===== src/rtl/toy_icache_refill_rd.sv =====
// Line-refill read sequencer: accepts one line request, streams LINE_WORDS word reads
// from the word-wide memory model, assembles the line and returns it on a valid/ready channel.
module toy_icache_refill_rd #(
  parameter int ADDR_WIDTH = 32,
  parameter int DATA_WIDTH = 32,
  parameter int LINE_WORDS = 8,
  parameter int ID_WIDTH   = 4
) (
  input  logic                             clk,
  input  logic                             rst_n,
  input  logic                             req_vld_i,
  output logic                             req_rdy_o,
  input  logic [ADDR_WIDTH-1:0]            req_addr_i,
  input  logic [ID_WIDTH-1:0]              req_id_i,
  output logic                             resp_vld_o,
  input  logic                             resp_rdy_i,
  output logic [ID_WIDTH-1:0]              resp_id_o,
  output logic [ADDR_WIDTH-1:0]            resp_addr_o,
  output logic [LINE_WORDS*DATA_WIDTH-1:0] resp_data_o,
  output logic                             mem_en_o,
  output logic [ADDR_WIDTH-1:0]            mem_addr_o,
  output logic                             mem_wr_en_o,
  output logic [DATA_WIDTH-1:0]            mem_wr_data_o,
  input  logic [DATA_WIDTH-1:0]            mem_rd_data_i
);

  // state | meaning
  // IDLE  | waiting for a line request (req_rdy high)
  // ISSUE | one word read per cycle, iss_cnt 0..LINE_WORDS-1
  // DRAIN | last read in flight, final word captured here
  // RESP  | assembled line presented until resp_rdy
  localparam int CW = $clog2(LINE_WORDS);
  localparam logic [CW-1:0] LAST = CW'(LINE_WORDS - 1);

  localparam logic [1:0] S_IDLE  = 2'd0;
  localparam logic [1:0] S_ISSUE = 2'd1;
  localparam logic [1:0] S_DRAIN = 2'd2;
  localparam logic [1:0] S_RESP  = 2'd3;

  logic [1:0]                       state_q, state_d;
  logic [CW-1:0]                    iss_cnt_q, cap_cnt_q;
  logic                             rd_pend_q;
  logic [ADDR_WIDTH-1:0]            base_q;
  logic [ID_WIDTH-1:0]              id_q;
  logic [LINE_WORDS*DATA_WIDTH-1:0] line_q;
  logic                             accept;

  assign req_rdy_o     = (state_q == S_IDLE);
  assign accept        = req_vld_i && req_rdy_o;
  assign resp_vld_o    = (state_q == S_RESP);
  assign resp_id_o     = id_q;
  assign resp_addr_o   = base_q;
  assign resp_data_o   = line_q;
  assign mem_en_o      = (state_q == S_ISSUE);
  // Beat index only fills the zeroed low bits, so it can never carry into the base.
  assign mem_addr_o    = base_q | {{(ADDR_WIDTH-CW){1'b0}}, iss_cnt_q};
  assign mem_wr_en_o   = 1'b0;
  assign mem_wr_data_o = '0;

  always_comb begin
    state_d = state_q;
    case (state_q)
      S_IDLE:  if (req_vld_i) state_d = S_ISSUE;
      S_ISSUE: if (iss_cnt_q == LAST) state_d = S_DRAIN;
      S_DRAIN: if (rd_pend_q && (cap_cnt_q == LAST)) state_d = S_RESP;
      S_RESP:  if (resp_rdy_i) state_d = S_IDLE;
      default: state_d = S_IDLE;
    endcase
  end

  always_ff @(posedge clk or negedge rst_n) begin
    if (!rst_n) begin
      state_q   <= S_IDLE;
      iss_cnt_q <= '0;
      cap_cnt_q <= '0;
      rd_pend_q <= 1'b0;
      base_q    <= '0;
      id_q      <= '0;
      line_q    <= '0;
    end else begin
      state_q   <= state_d;
      // Memory returns data one cycle after the read is issued.
      rd_pend_q <= (state_q == S_ISSUE);
      if (accept) begin
        base_q    <= {req_addr_i[ADDR_WIDTH-1:CW], {CW{1'b0}}};
        id_q      <= req_id_i;
        line_q    <= '0;
        iss_cnt_q <= '0;
        cap_cnt_q <= '0;
      end else begin
        if (state_q == S_ISSUE) iss_cnt_q <= iss_cnt_q + 1'b1;
        if (rd_pend_q) begin
          cap_cnt_q <= cap_cnt_q + 1'b1;
          for (int k = 0; k < LINE_WORDS; k++) begin
            if (cap_cnt_q == CW'(k)) line_q[k*DATA_WIDTH +: DATA_WIDTH] <= mem_rd_data_i;
          end
        end
      end
    end
  end

endmodule

===== config.mk =====
export PLATFORM = sky130hd
export DESIGN_NAME = toy_icache_refill_rd
export DESIGN_NICKNAME = d
export VERILOG_FILES = /design/src/rtl/toy_icache_refill_rd.sv
export SDC_FILE = /design/constraint.sdc
export NUM_CORES = 1
export LEC_CHECK = 0
export BUFFER_PORTS_ARGS = -buffer_cell sky130_fd_sc_hd__clkbuf_2
export CAP_MARGIN = 30
export CORE_AREA = 2 2 168 170
export CTS_CLUSTER_DIAMETER = 60
export DETAILED_ROUTE_END_ITERATION = 8
export DIE_AREA = 0 0 170 172
export PLACE_DENSITY = 0.78
export SLEW_MARGIN = 10
export SYNTH_ARGS = -nofsm -noshare
export SYNTH_HDL_FRONTEND = slang
export SYNTH_SLANG_ARGS = --single-unit

===== constraint.sdc =====
create_clock -name clk -period 4.35 [get_ports clk]
set_clock_uncertainty 0.1 [all_clocks]
set_input_delay 0.2175 -clock clk [delete_from_list [all_inputs] [get_ports clk]]
set_output_delay 0.2175 -clock clk [all_outputs]
set_load 0.01 [all_outputs]

# After elaboration in Yosys (flattened, before gate mapping)

Cells that the tools add are included.

Input bits: 72
Register bits after elaboration: 298
Output and inout port bits: 360
Logic and storage cells: 74

Eq/ne operators: 15
Muxes and demuxes: 19
$add $sub $neg: 2
Reductions and logical operators: 23
Bitwise gates (word level): 1

Operators with widths:

| kind                                                 | count |
|---|---|
| 2-to-1 mux 256 bit                                   | 2 |
| 2-to-1 mux 32 bit                                    | 8 |
| bitwise OR 32 x 3 -> 32 bit                          | 1 |
| nonzero test 2 bit                                   | 10 |
| AND reduction 2 bit                                  | 8 |
| equality test 3 bit (second input constant)          | 5 |
| 2-to-1 mux 3 bit                                     | 4 |
| 2-to-1 mux 2 bit                                     | 4 |
| one-hot mux 2 bit (4 select lines)                   | 1 |
| adder 3 x 1 -> 3 bit (second input constant)         | 2 |
| equality test 3 x 2 -> 1 bit (second input constant) | 2 |
| equality test 2 bit (second input constant)          | 2 |
| != test 2 x 1 -> 1 bit (second input constant)       | 2 |
| != test 2 bit (second input constant)                | 2 |
| AND reduction 4 bit                                  | 1 |
| equality test 3 x 1 -> 1 bit (second input constant) | 1 |
| zero test 3 bit                                      | 1 |
| equality test 2 x 1 -> 1 bit (second input constant) | 1 |
| logical AND 1 bit                                    | 2 |
| zero test 2 bit                                      | 1 |

# Depth between registers and ports, before layout

Gate-level depths: netlist of the first run.

Depth in word-level cells: 4
Depth in mapped cells: 8
Mapped depth without buffers: 5

# Least setup slack after synthesis of the first run

Ideal clock, no wire load.

Path kind: register to register
Start: reg state_q[0]
End: reg state_q[1]
Arrival time: 1.554 ns
Path buffers: 0
Setup time: 0.128 ns
Period minus slack after synthesis: 1.782 ns
Stages on the path, launching flop included: 6
Setup slack: 2.568 ns
Required time: 4.122 ns
Path through: dfrtp_1 > inv_1 > ha_1 > and2b_1 > a2111oi_4 > mux2_1

Word-level cells in the longest chain between the ends: 3
Elaborated cells between the ends (all ways): 10
Those cells by class: eq/ne: 7; mux: 1; reduce/logical: 2

Ends and longest elaborated chain:

| element                              | RTL line | source |
|---|---|---|
| start, declared                      | 40       | `logic [1:0] state_q, state_d;` |
| start signal, assigned               | 81       | `state_q <= state_d;` |
| zero test 2 bit *                    | --       |  |
| net req_rdy_o                        | 12       | `output logic req_rdy_o,` |
| != test 2 bit (no source line)       | --       |  |
| AND reduction 4 bit (no source line) | --       |  |

The timed path passes the listed nets; every way through them passes the cells marked *.
A chain may end at the register's enable or synchronous reset.

# Final worst setup path of the first run

Start: reg state_q[1]
End: reg line_q[236] (netlist: resp_data_o[236])

Word-level cells in the longest chain between the ends: 4
Elaborated cells between the ends (all ways): 6
Those cells by class: mux: 1; reduce/logical: 5

Ends and longest elaborated chain:

| element                              | RTL line | source |
|---|---|---|
| zero test 2 bit *                    | 48       | `assign req_rdy_o = (state_q == S_IDLE);` |
| logical AND 1 bit *                  | 49       | `assign accept = req_vld_i && req_rdy_o;` |
| nonzero test 2 bit (no source line)  | --       |  |
| AND reduction 2 bit (no source line) | --       |  |
| end signal, assigned by index        | 95       | `if (cap_cnt_q == CW'(k)) line_q[k*DATA_WIDTH +: DATA_WIDTH] <= mem_rd_data_i;` |
| end, declared                        | 45       | `logic [LINE_WORDS*DATA_WIDTH-1:0] line_q;` |

Mark *: on every way between the ends. The rest lies on a longest branch, timed or not.

==> results of run 1 <==
power by group through the flow:
stage          Clock (uW)  Sequential [uW]  Combinational [uW]
2_1_floorplan           0             4650                1950
3_3_place_gp            0             4280                3610
3_5_place_dp            0             4330                3710
4_1_cts              2860             4290                3760
5_1_grt              2980             4410                4090
6_report             2820             4300                3750
cells in the mapped netlist:
master / number / share of area
a2111oi_4: 1 / 0.0022
a21oi_1: 256 / 0.10
and2_0: 1 / 0.00049
and2_1: 2 / 0.00098
and2b_1: 1 / 0.00059
and3_1: 3 / 0.0015
and3b_1: 3 / 0.0021
buf_1: 11 / 0.0032
buf_2: 53 / 0.021
buf_4: 118 / 0.070
clkbuf_1: 7 / 0.0021
conb_1: 1 / 0.00029
dfrtp_1: 298 / 0.59
ha_1: 13 / 0.013
inv_1: 5 / 0.0015
mux2_1: 1 / 0.00088
mux2_2: 34 / 0.030
mux2i_1: 3 / 0.0024
nand2_1: 512 / 0.15
nand2_2: 1 / 0.00049
nand2_4: 1 / 0.00088
nand3_2: 3 / 0.0024
nand3b_2: 3 / 0.0027
nor2_1: 6 / 0.0018
nor2b_1: 2 / 0.00098
o32a_1: 1 / 0.00079
or3_1: 1 / 0.00049
xnor2_1: 2 / 0.0014
per-layer routing:
metal  vias up  routed length (microns)  share of wire  GRT usage
li1       4869                        -              -          -
met1      5241                    15050           0.39     0.3172
met2       529                    19430           0.50     0.4524
met3       104                     2712          0.070    0.04898
met4         0                     1623          0.042     0.1126
met5         -                        0              0          0
through the flow:
stage	power [uW]	utilization	worst slack [ns]	instance area (sq um)	std cells
after CTS	10910	0.5772	1.935	15860	2053
after global routing	11480	0.5772	1.727	15860	2053
after detailed placement	8041	0.5158	1.935	14170	1935
after floorplan	6608	-	2.568	12870	1378
after global placement	7888	0.5158	2.002	14170	1935
final	10870	0.5772	1.904	15860	2053
repair_timing:
item / CTS / global route
endpoints found under the hold margin: 261 / 0
resized for setup: 0 / 0
hold buffers: 57 / 0
buffers inserted: 0 / 0
state kept, by name (all words and copies together), names as in the netlist:
| signal | cells |
|---|---|
| resp_addr_o | 29 |
| cap_cnt_q | 3 |
| state_q | 2 |
| resp_id_o | 4 |
| resp_data_o | 256 |
| rd_pend_q | 1 |
| iss_cnt_q | 3 |
worst max-delay path, delay by kind of cell, from the launching register on:
family	cells	cell delay [ns]
compound gates	1	0.09
simple gates	1	0.77
flops	1	0.41
buf+inv	2	0.60
fa+ha+maj	1	0.22
worst max-delay path by stage:
stage | end | slack, ns
after detailed placement | resp_data_o[76]$_DFFE_PN0P_ | 1.94
after CTS | resp_data_o[136]$_DFFE_PN0P_ | 1.94
final | resp_data_o[236]$_DFFE_PN0P_ | 1.90
after floorplan | state_q[1]$_DFFE_PN0P_ | 2.57
after global placement | cap_cnt_q[2]$_DFFE_PN0P_ | 2.00
after global routing | resp_data_o[241]$_DFFE_PN0P_ | 1.73
final cells by class:
type                    instances  share of cell area
repair buffers                457              0.1673
well taps                     346             0.02730
flip-flops and latches        298              0.4702
clock buffers                  57             0.06817
inverters                       5            0.001183
multi-input cells             886              0.2637
clock inverters                 4            0.002130
kinds of logic after synthesis:
family | synth area share
and+or+nand+nor | 0.1661
DFF | 0.5855
AOI/OAI and AO/OA | 0.1035
buffers and inverters | 0.09715
muxes | 0.03330
adders and majority gates | 0.01277
xor gates and xnor gates | 0.001375
other | 0.0002944
==> results.md, run 1 <==
* Flop pwr share at 0.396
* Crit-path max FO at 116
* # diodes at 0
* Commonest non-fill, non-tap cell in the layout: nand2_1
* Hold_sp: mem_rd_data_i[30]
* Die area at 29240 sq um
* Antenna violations before repair at 0
* Core Area at 27480 sq um
* Syn Inst Count at 1343
* Initial DRC count at 881
* Most frequent cells in the layout: nand2_1 (512), clkbuf_2 (391), dfrtp_1 (298)
* Max Fclk at 0.4088 GHz
* Clock latency on the worst-skew pair at 0.50 ns
* CP Launch Type: register
* Arr. time, crit path at 2.70 ns
* Syn avg cell area at 9.484 sq um
* Max-slew violation count at 0
* Worst hold slack at 0.01415 ns
* Critical R2R Launch: state_q[1]$_DFFE_PN0P_
* Area delta synth->final at 24.51%
* Port buffer count at 392
* Seq/Total Area, Yosys at 0.5855
* Status: complete, no violations
* RSZ-0062 raised after global routing: false
* Vias at 10.74k
* Post-route ant nets at 0
* Wire per inst at 18.91 microns
* Combinational share of power at 0.345
* Max_cap viols at 0
* Cts bufs inserted at 35
* Final #Nets at 1768
* Max IR drop VDD at 0.4581 mV
* Initial core utilization at 0.4636
* Hold Crit Depth at 3
* Die Ht at 172 microns
* Clock sink count at 298
* Slowest cell on crit path: and2_4
* Vias/cell at 5.233
* Power share of the clock group at 0.259
* R2R setup slack at 1.90 ns
* First-pass GRT wire length at 58590 microns
* Setup Total Neg Slack at 0 ns
* Placer Congestion at 0.8205
* Pin count of the biggest net entering global routing at 117
* Critical R2R Capture: resp_data_o[236]$_DFFE_PN0P_
* Worst slew pin tran at 0.9374 ns
* Slowest stage delay, CP at 0.77 ns
* Leakage at 0.007931 uW
* Global route overflow at 0
* Net Sw Frac at 0.3679
* Layout fillers at 2335
* Period utilization at 0.5623
* Multi-input logic area at 4183 sq um
* Core Rows at 61
* Longest Clk Path Bufs at 3
* CTS tree: done
* DRC viols at 0
* Drt pass-1 iters at 5
* Slew HR at 0.3717
* Share of layout cells above drive strength 1 at 0.2917
* Crit-path cells: inv_1 > ha_1 > and2_4 > buf_12 > a21oi_1
* I/O pin cnt at 432
* Storage cell area at 7457 sq um
* CTS root buffer: clkbuf_16
* Cell area after synthesis at 12740 sq um
* Post-synth cell types at 28
* Pwr dens at 685.6 nW/um^2
* Hpwl dp at 24660 microns
* Die Span X at 170 microns
* Hold WC Path Type: in -> reg
* Ys Warns at 0
* CP Class: reg -> reg
* Final Critical Period at 2.446 ns
* H-tree levels at 2
* All-layer global routing usage at 0.2598
* Worst Hold Path EP: resp_data_o[126]$_DFFE_PN0P_
* Pint at 6873 uW
* Required time of the critical path at 4.60 ns
* Final setup vio count at 0
* CP startpoint: state_q[1]$_DFFE_PN0P_
* Final Hold Viols at 0
* Synthesized flop and latch total at 298
* CP Capture Type: register
* Worst-path clk slew at 0.06 ns
* Final wirelength at 38820 microns
* Sw power at 4000 uW
* Number of global-route vias before repair at 10.49k
* R2R cell count at 5
Note: power is estimated with default switching activity, not from simulation.
==> inputs of run 2 (changes only) <==
- clock period: 4.35 -> 2.41 ns (I/O delays scaled with it)
==> run 2 against run 1 <==
Against the previous run: the flow now finishes with violations (negative hold slack); sequential cell count is the same; non-clock buffer count grew 32; clock-buffer cell count shrank 16; clock power grew 76%; first-iteration DRC count grew 11%; power grew 82%; largest cell class unchanged; largest power group unchanged.
==> results.md, run 2 (synthesized netlist as in run 1, its figures left out) <==
* Status: finished, violations left
* Failing checks: negative hold slack
* Initial core utilization at 0.4636
* Max FFs per register at 256
* Leakage at 0.008125 uW
* Share of layout cells above drive strength 1 at 0.3024
* Core Area at 27480 sq um
* Post-route ant nets at 0
* Final #Nets at 1796
* Longest Clk Path Bufs at 3
* Max-slew violation count at 0
* Postcts setup bufs at 0
* Drt pass-1 iters at 5
* Slew HR at 0.4556
* Initial DRC count at 978
* Die Span X at 170 microns
* First-pass GRT wire length at 60550 microns
* Port buffer count at 392
* Pwr dens at 1220 nW/um^2
* Final wirelength at 40220 microns
* Period utilization at 0.9130
* Commonest non-fill, non-tap cell in the layout: nand2_1
* CP Launch Type: register
* WP buf/inv at 0
* Max_cap viols at 0
* Final Hold Viols at 2
* # diodes at 0
* Antenna violations before repair at 0
* Vias/cell at 5.303
* Die area at 29240 sq um
* Final Critical Period at 2.200 ns
* Final setup vio count at 0
* Delay-heaviest family, CP: simple AND/OR/NAND/NOR gates
* Setup Total Neg Slack at 0 ns
* Fin worst setup slack at 0.2097 ns
* Crit-path cells: and2_2 > nand2_1 > a21oi_1
* CP Class: reg -> reg
* Worst-path clk slew at 0.07 ns
* DRC viols at 0
* Vias at 11.04k
* RSZ-0062 raised after global routing: false
* Pin count of the biggest net entering global routing at 96
* Slowest cell on crit path: and2_2
* CP Capture Type: register
* Arr. time, crit path at 2.57 ns
* Slowest stage delay, CP at 0.83 ns
* CP startpoint: rd_pend_q$_DFF_PN0_
* Area delta synth->final at 27.46%
* Cts bufs inserted at 31
* Overall Power at 19810 uW
* Core Rows at 61
* Hold WC Path Type: in -> async
* Wire per inst at 19.32 microns
* Worst slew pin tran at 0.8166 ns
* Required time of the critical path at 2.78 ns
* Number of global-route vias before repair at 10.84k
* CTS root buffer: clkbuf_16
* Max IR drop VDD at 0.8963 mV
* Global route overflow at 0
* Clock latency on the worst-skew pair at 0.56 ns
* Max Fclk at 0.4545 GHz
* Die Ht at 172 microns
* Clock sink count at 298
* Crit-path max FO at 32
* Worst hold slack at -0.005260 ns
* H-tree levels at 1
* Hpwl dp at 25950 microns
* All-layer global routing usage at 0.2683
* Placer Congestion at 0.8355
* Most frequent cells in the layout: nand2_1 (512), clkbuf_2 (391), dfrtp_1 (298)
* CTS tree: done
* Placement Setup Slack at 0.2009 ns
* Critical R2R Launch: rd_pend_q$_DFF_PN0_
* I/O pin cnt at 432
-- run 2: cell count changes in the layout (fill, tap and decap cells not counted), moves of 4 or more --
| cell | delta |
|---|---|
| buf_12 | +12 |
| clkbuf_16 | -6 |
| clkbuf_1 | -7 |
| buf_4 | +11 |
| dlygate4sd3_1 | +9 |
| clkinv_2 | +9 |
| bufinv_16 | +4 |
-- run 2: layer usage --
| metal | part of all wire | global-route usage | vias up |
|---|---|---|---|
| li1 | - | - | 4931 |
| met1 | 0.38 | 0.3261 | 5435 |
| met2 | 0.50 | 0.4717 | 569 |
| met3 | 0.078 | 0.05402 | 106 |
| met4 | 0.038 | 0.1059 | 0 |
| met5 | 0 | 0 | - |
-- run 2: power by group --
part | total, uW | internal, uW | switching (uW)
sequential | 7810 | 6670 | 1140
clock | 4970 | 2950 | 2020
combinational | 7020 | 2840 | 4180
-- run 2: what timing repair did --
item | in CTS | in global routing
gates resized for setup | 0 | 1
hold buffers | 66 | 0
endpoints found under the setup margin | 0 | 5
endpoints found under the hold margin | 587 | 0
-- run 2: per-stage QoR --
| step | util | area [sq um] | std cells | hold slack (ns) |
|---|---|---|---|---|
| 2_1_floorplan | - | 12870 | 1378 | -0.2751 |
| 3_3_place_gp | 0.5276 | 14500 | 1958 | 0.007565 |
| 3_5_place_dp | 0.5276 | 14500 | 1958 | 0.01058 |
| 4_1_cts | 0.5906 | 16230 | 2082 | 0.007955 |
| 5_1_grt | 0.5908 | 16230 | 2082 | 0.02617 |
| 6_report | 0.5908 | 16230 | 2082 | -0.005260 |
-- run 2: layout make-up --
type	count	area (sq um)
multi-input combinational	886	4190
fill	2265	11240
timing repair buffer	489	3065
inverter	5	18.77
sequential	298	7457
tap	346	432.9
clock buffer	41	863.3
clock inverter	17	206.4
-- run 2: final timing paths --
path,slack [ns],end,cells past startpoint
setup / recovery,0.21,resp_data_o[228]$_DFFE_PN0P_,3
hold / removal,-0.005,resp_data_o[111]$_DFFE_PN0P_,2
setup reg to reg,0.21,resp_data_o[228]$_DFFE_PN0P_,3
hold reg to reg,0.42,resp_data_o[165]$_DFFE_PN0P_,2
max in group asynchronous,1.47,resp_data_o[0]$_DFFE_PN0P_,3
min in group clk,0.07,state_q[1]$_DFFE_PN0P_,4
==> inputs of run 3 (changes only) <==
- GPL_TIMING_DRIVEN: default -> 0
- RECOVER_POWER: default -> 100
==> run 3 against run 2 <==
Against the previous run: the run now ends clean; global-route usage grew 1.9 points; via count grew 3.6%; power increased by 3.2%; critical path depth rose by 4; maximum frequency is 2.1% lower; utilization rose by 1.4 points; routed wire length increased by 5.9%; die area unchanged; sequential share of layout area is 1.0 points lower.
==> results.md, run 3 (synthesized netlist as in run 1, its figures left out) <==
* Slew HR at 0.05319
* R2R setup slack at 0.16 ns
* Initial DRC count at 919
* Area delta synth->final at 30.37%
* CP Class: reg -> reg
* Worst-path clk slew at 0.06 ns
* Slowest cell on crit path: buf_1
* DRC viols at 0
* Critical R2R Capture: resp_data_o[74]$_DFFE_PN0P_
* Leakage at 0.007626 uW
* Max Fclk at 0.4448 GHz
* Placed cell areas at 15190 sq um
* RSZ-0062 raised after global routing: false
* Antenna violations before repair at 0
* All-layer global routing usage at 0.2870
* Wire per inst at 19.21 microns
* Die Span X at 170 microns
* Fin area at 16610 sq um
* Status: complete, no violations
* CP Launch Type: register
* Hpwl dp at 29380 microns
* Inst Count DP at 2087
* Clock sink count at 298
* Longest Clk Path Bufs at 3
* CTS tree: done
* Crit-path cells: inv_1 > ha_1 > and2_1 > buf_2 > buf_2 > buf_1 > a21oi_1
* Crit-path max FO at 10
* Fin worst setup slack at 0.1616 ns
* R2R cell count at 7
* Hold WC Path Type: in -> async
* Core Rows at 61
* Drt pass-1 iters at 5
* First-pass GRT wire length at 64080 microns
* Final Critical Period at 2.248 ns
* Critical R2R Launch: state_q[0]$_DFFE_PN0P_
* Most frequent CP cell: buf_2
* Initial core utilization at 0.4636
* Post-route ant nets at 0
* Max IR drop VDD at 0.8302 mV
* Pwr dens at 1231 nW/um^2
* Placement Setup Slack at -0.001449 ns
* Core Area at 27480 sq um
* Max-slew violation count at 0
* Vias at 11.44k
* Clock latency on the worst-skew pair at 0.51 ns
* Die Ht at 172 microns
* Required time of the critical path at 2.67 ns
* H-tree levels at 2
* Overall Power at 20440 uW
* Critical Path Sink: resp_data_o[74]$_DFFE_PN0P_
* Share of layout cells above drive strength 1 at 0.1663
* I/O pin cnt at 432
* Final #Nets at 1929
* Cts bufs inserted at 35
* Max_cap viols at 0
* Slowest stage delay, CP at 0.46 ns
* Final Hold Viols at 0
* Worst slew pin tran at 1.420 ns
* Vias/cell at 5.163
* Period utilization at 0.9330
* CP Capture Type: register
* Final wirelength at 42570 microns
* Placer Congestion at 0.8192
* CTS root buffer: clkbuf_16
* Global route overflow at 0
* Max FFs per register at 256
* Most frequent cells in the layout: nand2_1 (512), clkbuf_1 (343), dfrtp_1 (298)
* Port buffer count at 360
* Pin count of the biggest net entering global routing at 100
* Number of global-route vias before repair at 11.36k
* Commonest non-fill, non-tap cell in the layout: nand2_1
* Layout Cells excl Fill at 2216
* Postcts setup bufs at 0
* Arr. time, crit path at 2.51 ns
* # diodes at 0
* CP startpoint: state_q[0]$_DFFE_PN0P_
* Final setup vio count at 0
* Die area at 29240 sq um
==> run 3: cell count changes in the layout (fill, tap and decap cells not counted), sizes merged <==
cell	delta
buf	+131
bufinv	+2
clkbuf	+2
clkinv	-8
clkinvlp	+2
inv	+5
==> run 3: stage by stage <==
stage | util | setup TNS [ns] | hold slack, ns
2_1_floorplan | - | 0 | -0.2751
3_3_place_gp | 0.5497 | -1517.12 | 0.2525
3_5_place_dp | 0.5530 | -0.001449 | 0.03043
4_1_cts | 0.6215 | 0 | 0.05136
5_1_grt | 0.6044 | 0 | 0.06209
6_report | 0.6044 | 0 | 0.02935
==> run 3: what timing repair did <==
item                       in CTS  in global routing
hold endpoints to repair      410                  0
hold buffers                   66                  0
setup endpoints to repair       3                 25
resized for setup               1                  5
==> run 3: worst min-delay path by stage <==
stage | startpoint | end | slack (ns)
6_report | rst_n | resp_data_o[114]$_DFFE_PN0P_ | 0.03
5_1_grt | rst_n | resp_data_o[114]$_DFFE_PN0P_ | 0.06
4_1_cts | rst_n | resp_data_o[114]$_DFFE_PN0P_ | 0.05
3_5_place_dp | rst_n | resp_data_o[114]$_DFFE_PN0P_ | 0.03
3_3_place_gp | req_addr_i[9] | resp_addr_o[9]$_DFFE_PN0P_ | 0.25
2_1_floorplan | rst_n | cap_cnt_q[0]$_DFFE_PN0P_ | -0.28
==> run 3: area by class of cell <==
type	count	area, sq um
tap	346	432.9
clock buffer	45	943.4
sequential	298	7457
timing repair buffer	429	2102
buffer	189	1219
clock inverter	18	276.5
multi-input combinational	886	4156
fill	2477	10870
inverter	5	18.77
==> run 3: layer usage <==
layer	vias to the layer above	track usage	wire length (microns)
met5	-	0	0
met4	0	0.1204	1764
met3	111	0.05310	3051
met2	572	0.4923	21020
met1	5571	0.3592	16730
li1	5188	-	-
==> run 3: power by group <==
group          switching, uW  internal, uW
Combinational           4400          2690
Sequential              1060          6680
Clock                   2160          3450
Total                   7620         12800
==> run 3: critical path, delay by kind of cell, from the launching register on <==
kind            cells  cell delay [ns]
simple gates        1             0.13
flops               1             0.42
compound gates      1             0.10
buf+inv             4             1.16
fa+ha+maj           1             0.21
